[src/rtl/q_pulse_tx_if.sv]
// Handshake/bus bundle for q_pulse_tx: run controls and reference in, pulse stream and status out.
// The credit_ovf signal exists only when QPT_CREDIT_OVF_EN is defined.
interface q_pulse_tx_if #(
   parameter int BUS_WIDTH = 10,
   parameter int CNT_WIDTH = 12
);
   logic                 enable;
   logic                 start;
   logic [BUS_WIDTH-1:0] i_ref;
   logic                 q_serialized;
   logic                 pulses_ended;
   logic [CNT_WIDTH-1:0] pulse_cnt;
`ifdef QPT_CREDIT_OVF_EN
   logic                 credit_ovf;
`endif

   modport master (
      output enable, start, i_ref,
      input  q_serialized, pulses_ended, pulse_cnt
`ifdef QPT_CREDIT_OVF_EN
      , input credit_ovf
`endif
   );

   modport slave (
      input  enable, start, i_ref,
      output q_serialized, pulses_ended, pulse_cnt
`ifdef QPT_CREDIT_OVF_EN
      , output credit_ovf
`endif
   );
endinterface

[src/rtl/q_pulse_tx.sv]
// Charge-pulse transmitter: phase accumulator on i_ref feeds a credit counter drained by a fixed-width pulse emitter.
// Define QPT_CREDIT_OVF_EN to add the sticky credit_ovf flag for pulses dropped at credit saturation.
module q_pulse_tx #(
   parameter int BUS_WIDTH      = 10,
   parameter int ACC_WIDTH      = 10,
   parameter int PULSE_DURATION = 3,
   parameter int GAP_DURATION   = 1,
   parameter int CREDIT_WIDTH   = 4,
   parameter int CNT_WIDTH      = 12
) (
   input  logic          clk,
   input  logic          rst,
   q_pulse_tx_if.slave   bus
);
   localparam int MAX_DUR     = (PULSE_DURATION > GAP_DURATION) ? PULSE_DURATION : GAP_DURATION;
   localparam int TIMER_WIDTH = (MAX_DUR > 1) ? $clog2(MAX_DUR) : 1;

   typedef enum logic [1:0] {IDLE, HIGH, LOW} state_t;

   state_t                  state_q, state_d;
   logic [ACC_WIDTH-1:0]    acc_q, acc_d;
   logic [CREDIT_WIDTH-1:0] credit_q, credit_d;
   logic [TIMER_WIDTH-1:0]  timer_q, timer_d;
   logic [CNT_WIDTH-1:0]    pulse_cnt_q, pulse_cnt_d;
   logic                    q_serialized_q, q_serialized_d;
   logic                    pulses_ended_q, pulses_ended_d;
   logic                    start_q, start_d;

   logic                    run, start_edge, carry, launch, drop;
   logic [ACC_WIDTH-1:0]    acc_base;
   logic [ACC_WIDTH:0]      acc_sum;
   logic [CNT_WIDTH-1:0]    cnt_base;

   always_comb begin
      run        = bus.enable & bus.start;
      start_edge = run & ~start_q;
      start_d    = bus.start;

      // A fresh run always starts from zero phase, so no residue leaks between runs.
      acc_base = start_edge ? '0 : acc_q;
      acc_sum  = {1'b0, acc_base} + {{(ACC_WIDTH + 1 - BUS_WIDTH){1'b0}}, bus.i_ref};
      carry    = run & acc_sum[ACC_WIDTH];
      acc_d    = run ? acc_sum[ACC_WIDTH-1:0] : '0;

      launch = (state_q == IDLE) && (credit_q != '0);
      drop   = carry & ~launch & (&credit_q);

      credit_d = credit_q;
      if (carry && !launch && !drop)
         credit_d = credit_q + CREDIT_WIDTH'(1);
      else if (launch && !carry)
         credit_d = credit_q - CREDIT_WIDTH'(1);

      cnt_base    = start_edge ? '0 : pulse_cnt_q;
      pulse_cnt_d = cnt_base;
      if (launch && (cnt_base != '1))
         pulse_cnt_d = cnt_base + CNT_WIDTH'(1);

      state_d        = state_q;
      timer_d        = timer_q;
      q_serialized_d = q_serialized_q;
      case (state_q)
         IDLE: begin
            if (launch) begin
               state_d        = HIGH;
               q_serialized_d = 1'b1;
               timer_d        = TIMER_WIDTH'(PULSE_DURATION - 1);
            end
         end
         HIGH: begin
            if (timer_q == '0) begin
               state_d        = LOW;
               q_serialized_d = 1'b0;
               timer_d        = TIMER_WIDTH'(GAP_DURATION - 1);
            end else begin
               timer_d = timer_q - TIMER_WIDTH'(1);
            end
         end
         LOW: begin
            if (timer_q == '0)
               state_d = IDLE;
            else
               timer_d = timer_q - TIMER_WIDTH'(1);
         end
         default: begin
            state_d        = IDLE;
            q_serialized_d = 1'b0;
            timer_d        = '0;
         end
      endcase

      pulses_ended_d = (credit_d == '0) && (state_d == IDLE) && (!run || (bus.i_ref == '0));
   end

`ifdef QPT_CREDIT_OVF_EN
   logic credit_ovf_q, credit_ovf_d;

   always_comb begin
      credit_ovf_d = start_edge ? 1'b0 : (credit_ovf_q | drop);
   end

   assign bus.credit_ovf = credit_ovf_q;
`endif

   always_ff @(posedge clk) begin
      if (rst) begin
         state_q        <= IDLE;
         acc_q          <= '0;
         credit_q       <= '0;
         timer_q        <= '0;
         pulse_cnt_q    <= '0;
         q_serialized_q <= 1'b0;
         pulses_ended_q <= 1'b1;
         start_q        <= 1'b0;
`ifdef QPT_CREDIT_OVF_EN
         credit_ovf_q   <= 1'b0;
`endif
      end else begin
         state_q        <= state_d;
         acc_q          <= acc_d;
         credit_q       <= credit_d;
         timer_q        <= timer_d;
         pulse_cnt_q    <= pulse_cnt_d;
         q_serialized_q <= q_serialized_d;
         pulses_ended_q <= pulses_ended_d;
         start_q        <= start_d;
`ifdef QPT_CREDIT_OVF_EN
         credit_ovf_q   <= credit_ovf_d;
`endif
      end
   end

   assign bus.q_serialized = q_serialized_q;
   assign bus.pulses_ended = pulses_ended_q;
   assign bus.pulse_cnt    = pulse_cnt_q;
endmodule

[src/flat_wrapper.sv]
// flat-port wrapper written by rule: the top's interface ports become plain ports
module q_pulse_tx_flat 
#(
   parameter int BUS_WIDTH      = 10,
   parameter int ACC_WIDTH      = 10,
   parameter int PULSE_DURATION = 3,
   parameter int GAP_DURATION   = 1,
   parameter int CREDIT_WIDTH   = 4,
   parameter int CNT_WIDTH      = 12
)
  (clk, rst, bus_enable, bus_start, bus_i_ref, bus_q_serialized, bus_pulses_ended, bus_pulse_cnt);
  q_pulse_tx_if #(.BUS_WIDTH(BUS_WIDTH), .CNT_WIDTH(CNT_WIDTH)) bus_i ();
  input  logic clk;
  input  logic rst;
  input wire logic [$bits(bus_i.enable)-1:0] bus_enable;
  input wire logic [$bits(bus_i.start)-1:0] bus_start;
  input wire logic [$bits(bus_i.i_ref)-1:0] bus_i_ref;
  output wire logic [$bits(bus_i.q_serialized)-1:0] bus_q_serialized;
  output wire logic [$bits(bus_i.pulses_ended)-1:0] bus_pulses_ended;
  output wire logic [$bits(bus_i.pulse_cnt)-1:0] bus_pulse_cnt;
  assign bus_i.enable = bus_enable;
  assign bus_i.start = bus_start;
  assign bus_i.i_ref = bus_i_ref;
  assign bus_q_serialized = bus_i.q_serialized;
  assign bus_pulses_ended = bus_i.pulses_ended;
  assign bus_pulse_cnt = bus_i.pulse_cnt;
  q_pulse_tx #(.BUS_WIDTH(BUS_WIDTH), .ACC_WIDTH(ACC_WIDTH), .PULSE_DURATION(PULSE_DURATION), .GAP_DURATION(GAP_DURATION), .CREDIT_WIDTH(CREDIT_WIDTH), .CNT_WIDTH(CNT_WIDTH)) u_core (.clk(clk), .rst(rst), .bus(bus_i));
endmodule
[config.mk]
export PLATFORM = sky130hd
export DESIGN_NAME = q_pulse_tx_flat
export DESIGN_NICKNAME = d
export VERILOG_FILES = /design/src/rtl/q_pulse_tx_if.sv /design/src/rtl/q_pulse_tx.sv /design/src/flat_wrapper.sv
export SDC_FILE = /design/constraint.sdc
export NUM_CORES = 1
export LEC_CHECK = 0
export CAP_MARGIN = 10
export CORE_MARGIN = 2
export CORE_UTILIZATION = 40
export DETAILED_ROUTE_END_ITERATION = 12
export RECOVER_POWER = 25
export SLEW_MARGIN = 20
export SYNTH_ARGS = -nofsm -noshare
export SYNTH_HDL_FRONTEND = slang
export SYNTH_SLANG_ARGS = --single-unit
[constraint.sdc]
create_clock -name clk -period 8.5 [get_ports clk]
set_input_delay 2.125 -clock clk [delete_from_list [all_inputs] [get_ports clk]]
set_output_delay 2.125 -clock clk [all_outputs]
set_load 0.02 [all_outputs]
After elaboration in Yosys (flattened, before gate mapping)
Index checks and enable logic that the tools add are counted.

word-level totals
  output and inout bits = 14
  word-level logic and storage cells = 66
  flip-flop bits (word level) = 33

operators by class
  reduce and logical (&&, ||, !) cells = 22
  add/subtract/negate cells = 5
  equal/unequal tests = 6
  mux-type cells = 16
  bitwise operators = 9

operators by type and width
  operator                 number
  $mux W12                 2
  $add A12 B1 Y12 const B  1
  $mux W2                  6
  $ne A12 B12 Y1 const B   1
  $pmux W2 S3              2
  $add A10 B10 Y11         1
  $logic_not A10 Y1        1
  $mux W10                 1
  $mux W4                  2
  $logic_and A1 B1 Y1      7
  $logic_not A2 Y1         3
  $and A1 B1 Y1            5
  $add A4 B1 Y4 const B    1
  $logic_not A1 Y1         4
  $logic_not A4 Y1         1
  $ne A2 B1 Y1 const B     2
  $not A1 Y1               4
  $reduce_and A4 Y1        1
  $reduce_bool A4 Y1       1
  $sub A4 B1 Y4 const B    1
  $pmux W1 S3              1
  $reduce_and A3 Y1        1
  $eq A2 B1 Y1 const B     1
  $eq A2 B2 Y1 const B     1
  6 further kinds          7

Logic depth before layout (Yosys ltp)
  depth after elaboration = 13
  gate-level depth with buffers = 15
  mapped depth without buffers = 13

Least setup slack after synthesis
Ideal clock, no wire load.

  kind = in2reg
  start point = input bus_enable
  end point = register u_core.pulses_ended_q, in the netlist u_core.bus.pulses_ended
  data arrival time = 4.819 ns
  slack = 3.564 ns
  stages on the path = 15
  path buffers = 2
  cell sequence = nand2_1 -> or2_0 -> clkbuf_1 -> clkbuf_1 -> and2_1 -> ha_1 -> inv_1 -> fa_1 -> nor2b_4 -> o31a_1 -> a211oi_2 -> nor2_4 -> mux2i_1 -> a221o_1 -> a41o_1

between the ends
  word-level cells in the longest chain between the ends = 13

ends and longest elaborated chain
  what                         RTL line            RTL
  start, declared              flat_wrapper.sv:15  input wire logic [$bits(bus_i.enable)-1:0] bus_enable;
  $and A1 B1 Y1 (*)            q_pulse_tx.sv:35    run = bus.enable & bus.start;
  $and A1 B1 Y1                q_pulse_tx.sv:36    start_edge = run & ~start_q;
  $mux W10                     q_pulse_tx.sv:40    acc_base = start_edge ? '0 : acc_q;
  $add A10 B10 Y11             q_pulse_tx.sv:41    acc_sum = {1'b0, acc_base} + {{(ACC_WIDTH + 1 - BUS_WIDTH){1'b0}}, bus.i_ref};
  $and A1 B1 Y1                q_pulse_tx.sv:42    carry = run & acc_sum[ACC_WIDTH];
  $and A1 B1 Y1 (2 in series)  q_pulse_tx.sv:46    drop = carry & ~launch & (&credit_q);
  $logic_not A1 Y1             q_pulse_tx.sv:49    if (carry && !launch && !drop)
  $logic_and A1 B1 Y1          q_pulse_tx.sv:49
  $mux W4                      q_pulse_tx.sv:49
  $logic_not A4 Y1             q_pulse_tx.sv:92    pulses_ended_d = (credit_d == '0) && (state_d == IDLE) && (!run || (bus.i_ref == '0));
  $logic_and A1 B1 Y1          q_pulse_tx.sv:92
  $logic_and A1 B1 Y1 (*)      q_pulse_tx.sv:92
  end signal, assigned         q_pulse_tx.sv:125   pulses_ended_q <= pulses_ended_d;
  end, declared                q_pulse_tx.sv:26    logic pulses_ended_q, pulses_ended_d;

Mark *: on every way between the ends. The rest lies on a longest branch, timed or not.
A chain may end at the register's enable or synchronous reset.

Final worst setup path
  start point = input bus_start
  end point = register u_core.pulses_ended_q, in the netlist u_core.bus.pulses_ended

between the ends
  word-level cells in the longest chain between the ends = 13

ends and longest elaborated chain
  what                         RTL line            RTL
  start, declared              flat_wrapper.sv:16  input wire logic [$bits(bus_i.start)-1:0] bus_start;
  $and A1 B1 Y1 (*)            q_pulse_tx.sv:35
  $and A1 B1 Y1                q_pulse_tx.sv:36
  $mux W10                     q_pulse_tx.sv:40
  $add A10 B10 Y11             q_pulse_tx.sv:41
  $and A1 B1 Y1                q_pulse_tx.sv:42
  $and A1 B1 Y1 (2 in series)  q_pulse_tx.sv:46
  $logic_not A1 Y1             q_pulse_tx.sv:49
  $logic_and A1 B1 Y1          q_pulse_tx.sv:49
  $mux W4                      q_pulse_tx.sv:49
  $logic_not A4 Y1             q_pulse_tx.sv:92
  $logic_and A1 B1 Y1          q_pulse_tx.sv:92
  $logic_and A1 B1 Y1 (*)      q_pulse_tx.sv:92

Marked as above.

==> results.toml <==
[timing]
maxSlewViolCount = 0
fin_crit_ps = 5473
worstMarginPinSlew_ps = 780.6
slew-limit-headroom_pct = 47.96
max_freq_mhz = 182.7
period_share_pct = 64.39
finalSetupViolations = 0
finalHoldViolations = 0
rsz0062_at_grt = "no"
skew_ps = 5.336
worst_slack_ps = 3027
tns_ps = 0
worst_hold_slack_ps = 490.9

[global_route]
grt_first_pass_wirelength_mm = 7.169
grt_usage_pct = 16.64
grt_max_degree = 19
antenna_found_initial = 0
gr-total-overflow = 0
grt_pass1_vias = 1575

[clock_tree]
cts.sinks = 33
htree_levels = 2
hold_buffers = 0
insertion_delay_ps = 290
cts_tree = "yes"
cts_buffer_depth = 2
numCtsBuffers = 5
cts_resized = 0
clk_pin_slew_ps = 70
clockRootBuffer = "clkbuf_8"
post_cts_buffers = 0

[power]
ir_drop_mv = 0.09941
total_power_mw = 0.5999
p_leak_nw = 0.9609
cellPowerDensity_mw_per_mm2 = 244.4

[cells_and_area]
multiInputGateArea_mm2 = 0.001264
final_cell_mix = "dfxtp_1 (33), nor2_1 (31), clkdlybuf4s50_1 (21)"
seq_area_um2 = 660.6
nFillCells = 463
area_growth_pct = 21.86
diodes = 0
final_common_cell = "dfxtp_1"
nets = 300
drive_gt1_share_pct = 7.037

[worst_setup_path]
worstSetupPathType = "input port to flip-flop"
cp-start-kind = "input port"
arrival_ps = 5650
critPathMaxFanout = 16
endpoint_kind = "flip-flop"
required_ps = 8680

[yosys]
ys_warn_count = 0
syn_inst = 242
syn_area_mm2 = 0.002014
synth-edff-count = 0
synth-seq-cells = 33
syn_avg_cell_area_um2 = 8.324
synth-main-ff-cell = "dfxtp_1"
yosysSeqAreaShare_pct = 32.80
synth_nets = 273
ys_async_sr_fraction_pct = 0
yosysUniqueCellTypes = 51

[die]
num_rows = 25
ios = 28
initial_core_util_pct = 42.09
die_area_mm2 = 0.005620
dieHeight_um = 74.97
core_area_mm2 = 0.004786
die_w_um = 74.97

[detailed_routing]
wire_per_inst_um = 12.54
vias_per_cell = 5.125
drt_iter0_markers = 73
wl_mm = 4.225
ant_nets = 0
drc = 0
num_vias = 1727
firstDrtPassIters = 4

[run]
maxCapViolCount = 0

[place]
place.detailed.hpwl_mm = 3.170
place_ws_ps = 2712
io_buffers = 27
routabilityCongestion = 0.8501

[worst_hold_path]
hold_class = "flip-flop to flip-flop"

[status]
status = "complete, no violations"
[worst max-delay path: stages]
cell	delay [ps]
clkdlybuf4s50_1	490
nand2_1	200
or2_0	540
and2_1	300
ha_1	190
inv_1	70
fa_1	220
nor2b_4	60
o31a_1	280
a211oi_2	390
nor2_4	70
mux2i_1	130
a221o_1	360
a41o_1	230
[final timing paths]
check / from / endpoint / slack, ps / cells past startpoint
hold reg to reg: u_core.bus.q_serialized$_SDFFE_PP0P_ / u_core.bus.q_serialized$_SDFFE_PP0P_ / 490 / 2
hold / removal: u_core.bus.q_serialized$_SDFFE_PP0P_ / u_core.bus.q_serialized$_SDFFE_PP0P_ / 490 / 2
setup / recovery: bus_start / u_core.bus.pulses_ended$_SDFF_PP1_ / 3030 / 14
setup reg to reg: u_core.start_q$_SDFF_PP0_ / u_core.bus.pulses_ended$_SDFF_PP1_ / 5290 / 12
[Yosys cell counts (all sizes together) (5+ instances only)]
cell / number / share of area, %
dfxtp: 33 / 33
clkbuf: 6 / 1.1
inv: 16 / 3.0
a211oi: 6 / 2.5
and2: 11 / 3.4
nand3: 6 / 1.5
nand2: 15 / 2.9
xnor2: 10 / 4.3
a21oi: 14 / 3.5
ha: 16 / 9.9
nor3: 10 / 2.5
nor2: 33 / 6.6
o21ai: 10 / 2.7
nand2b: 5 / 1.7
[metal layers]
metal	routed length, um	up-vias	GRT usage, %
met5	0	-	0
met4	66	0	6.151
met3	201	7	4.150
met2	1779	34	23.78
met1	2177	791	24.08
li1	-	895	-
[area by class of cell]
type                       instances  share of cell area (%)
clock inverter                     1                   1.223
sequential                        33                   26.91
tap                               67                   3.415
timing repair buffer              27                   11.01
multi-input combinational        186                   51.48
clock buffer                       7                   3.517
inverter                          16                   2.446
[logic make-up after synthesis]
family                   share of synthesized area (%)
AND/OR/NAND/NOR                                  26.77
multiplexers                                     1.491
adder cells (fa/ha/maj)                          10.93
buffers and inverters                            4.472
flip-flops                                       32.79
AO/OA/AOI/OAI                                    17.89
XOR/XNOR                                         5.652
[sequential cells by signal, summed over array words and instances (netlist names)]
register and flops:
u_core.acc_q 10, u_core.bus.pulse_cnt 12, u_core.bus.pulses_ended 1, u_core.bus.q_serialized 1, u_core.credit_q 4, u_core.start_q 1
u_core.state_q 2, u_core.timer_q 2
[power by group]
group	leakage, nW	switching, mW	internal, mW	total, mW
combinational	0.633	0.132	0.105	0.238
sequential	0.269	0.0284	0.179	0.208
clock	0.0585	0.0587	0.0956	0.154
total	0.961	0.220	0.380	0.600
[metrics by stage]
step | instance area, um^2 | instances | utilization, %
2_1_floorplan | 2014 | 242 | -
3_3_place_gp | 2338 | 329 | 48.86
3_5_place_dp | 2338 | 329 | 48.86
4_1_cts | 2455 | 337 | 51.29
5_1_grt | 2455 | 337 | 51.29
6_report | 2455 | 337 | 51.29
No activity file was read; power rests on OpenSTA's default activity.
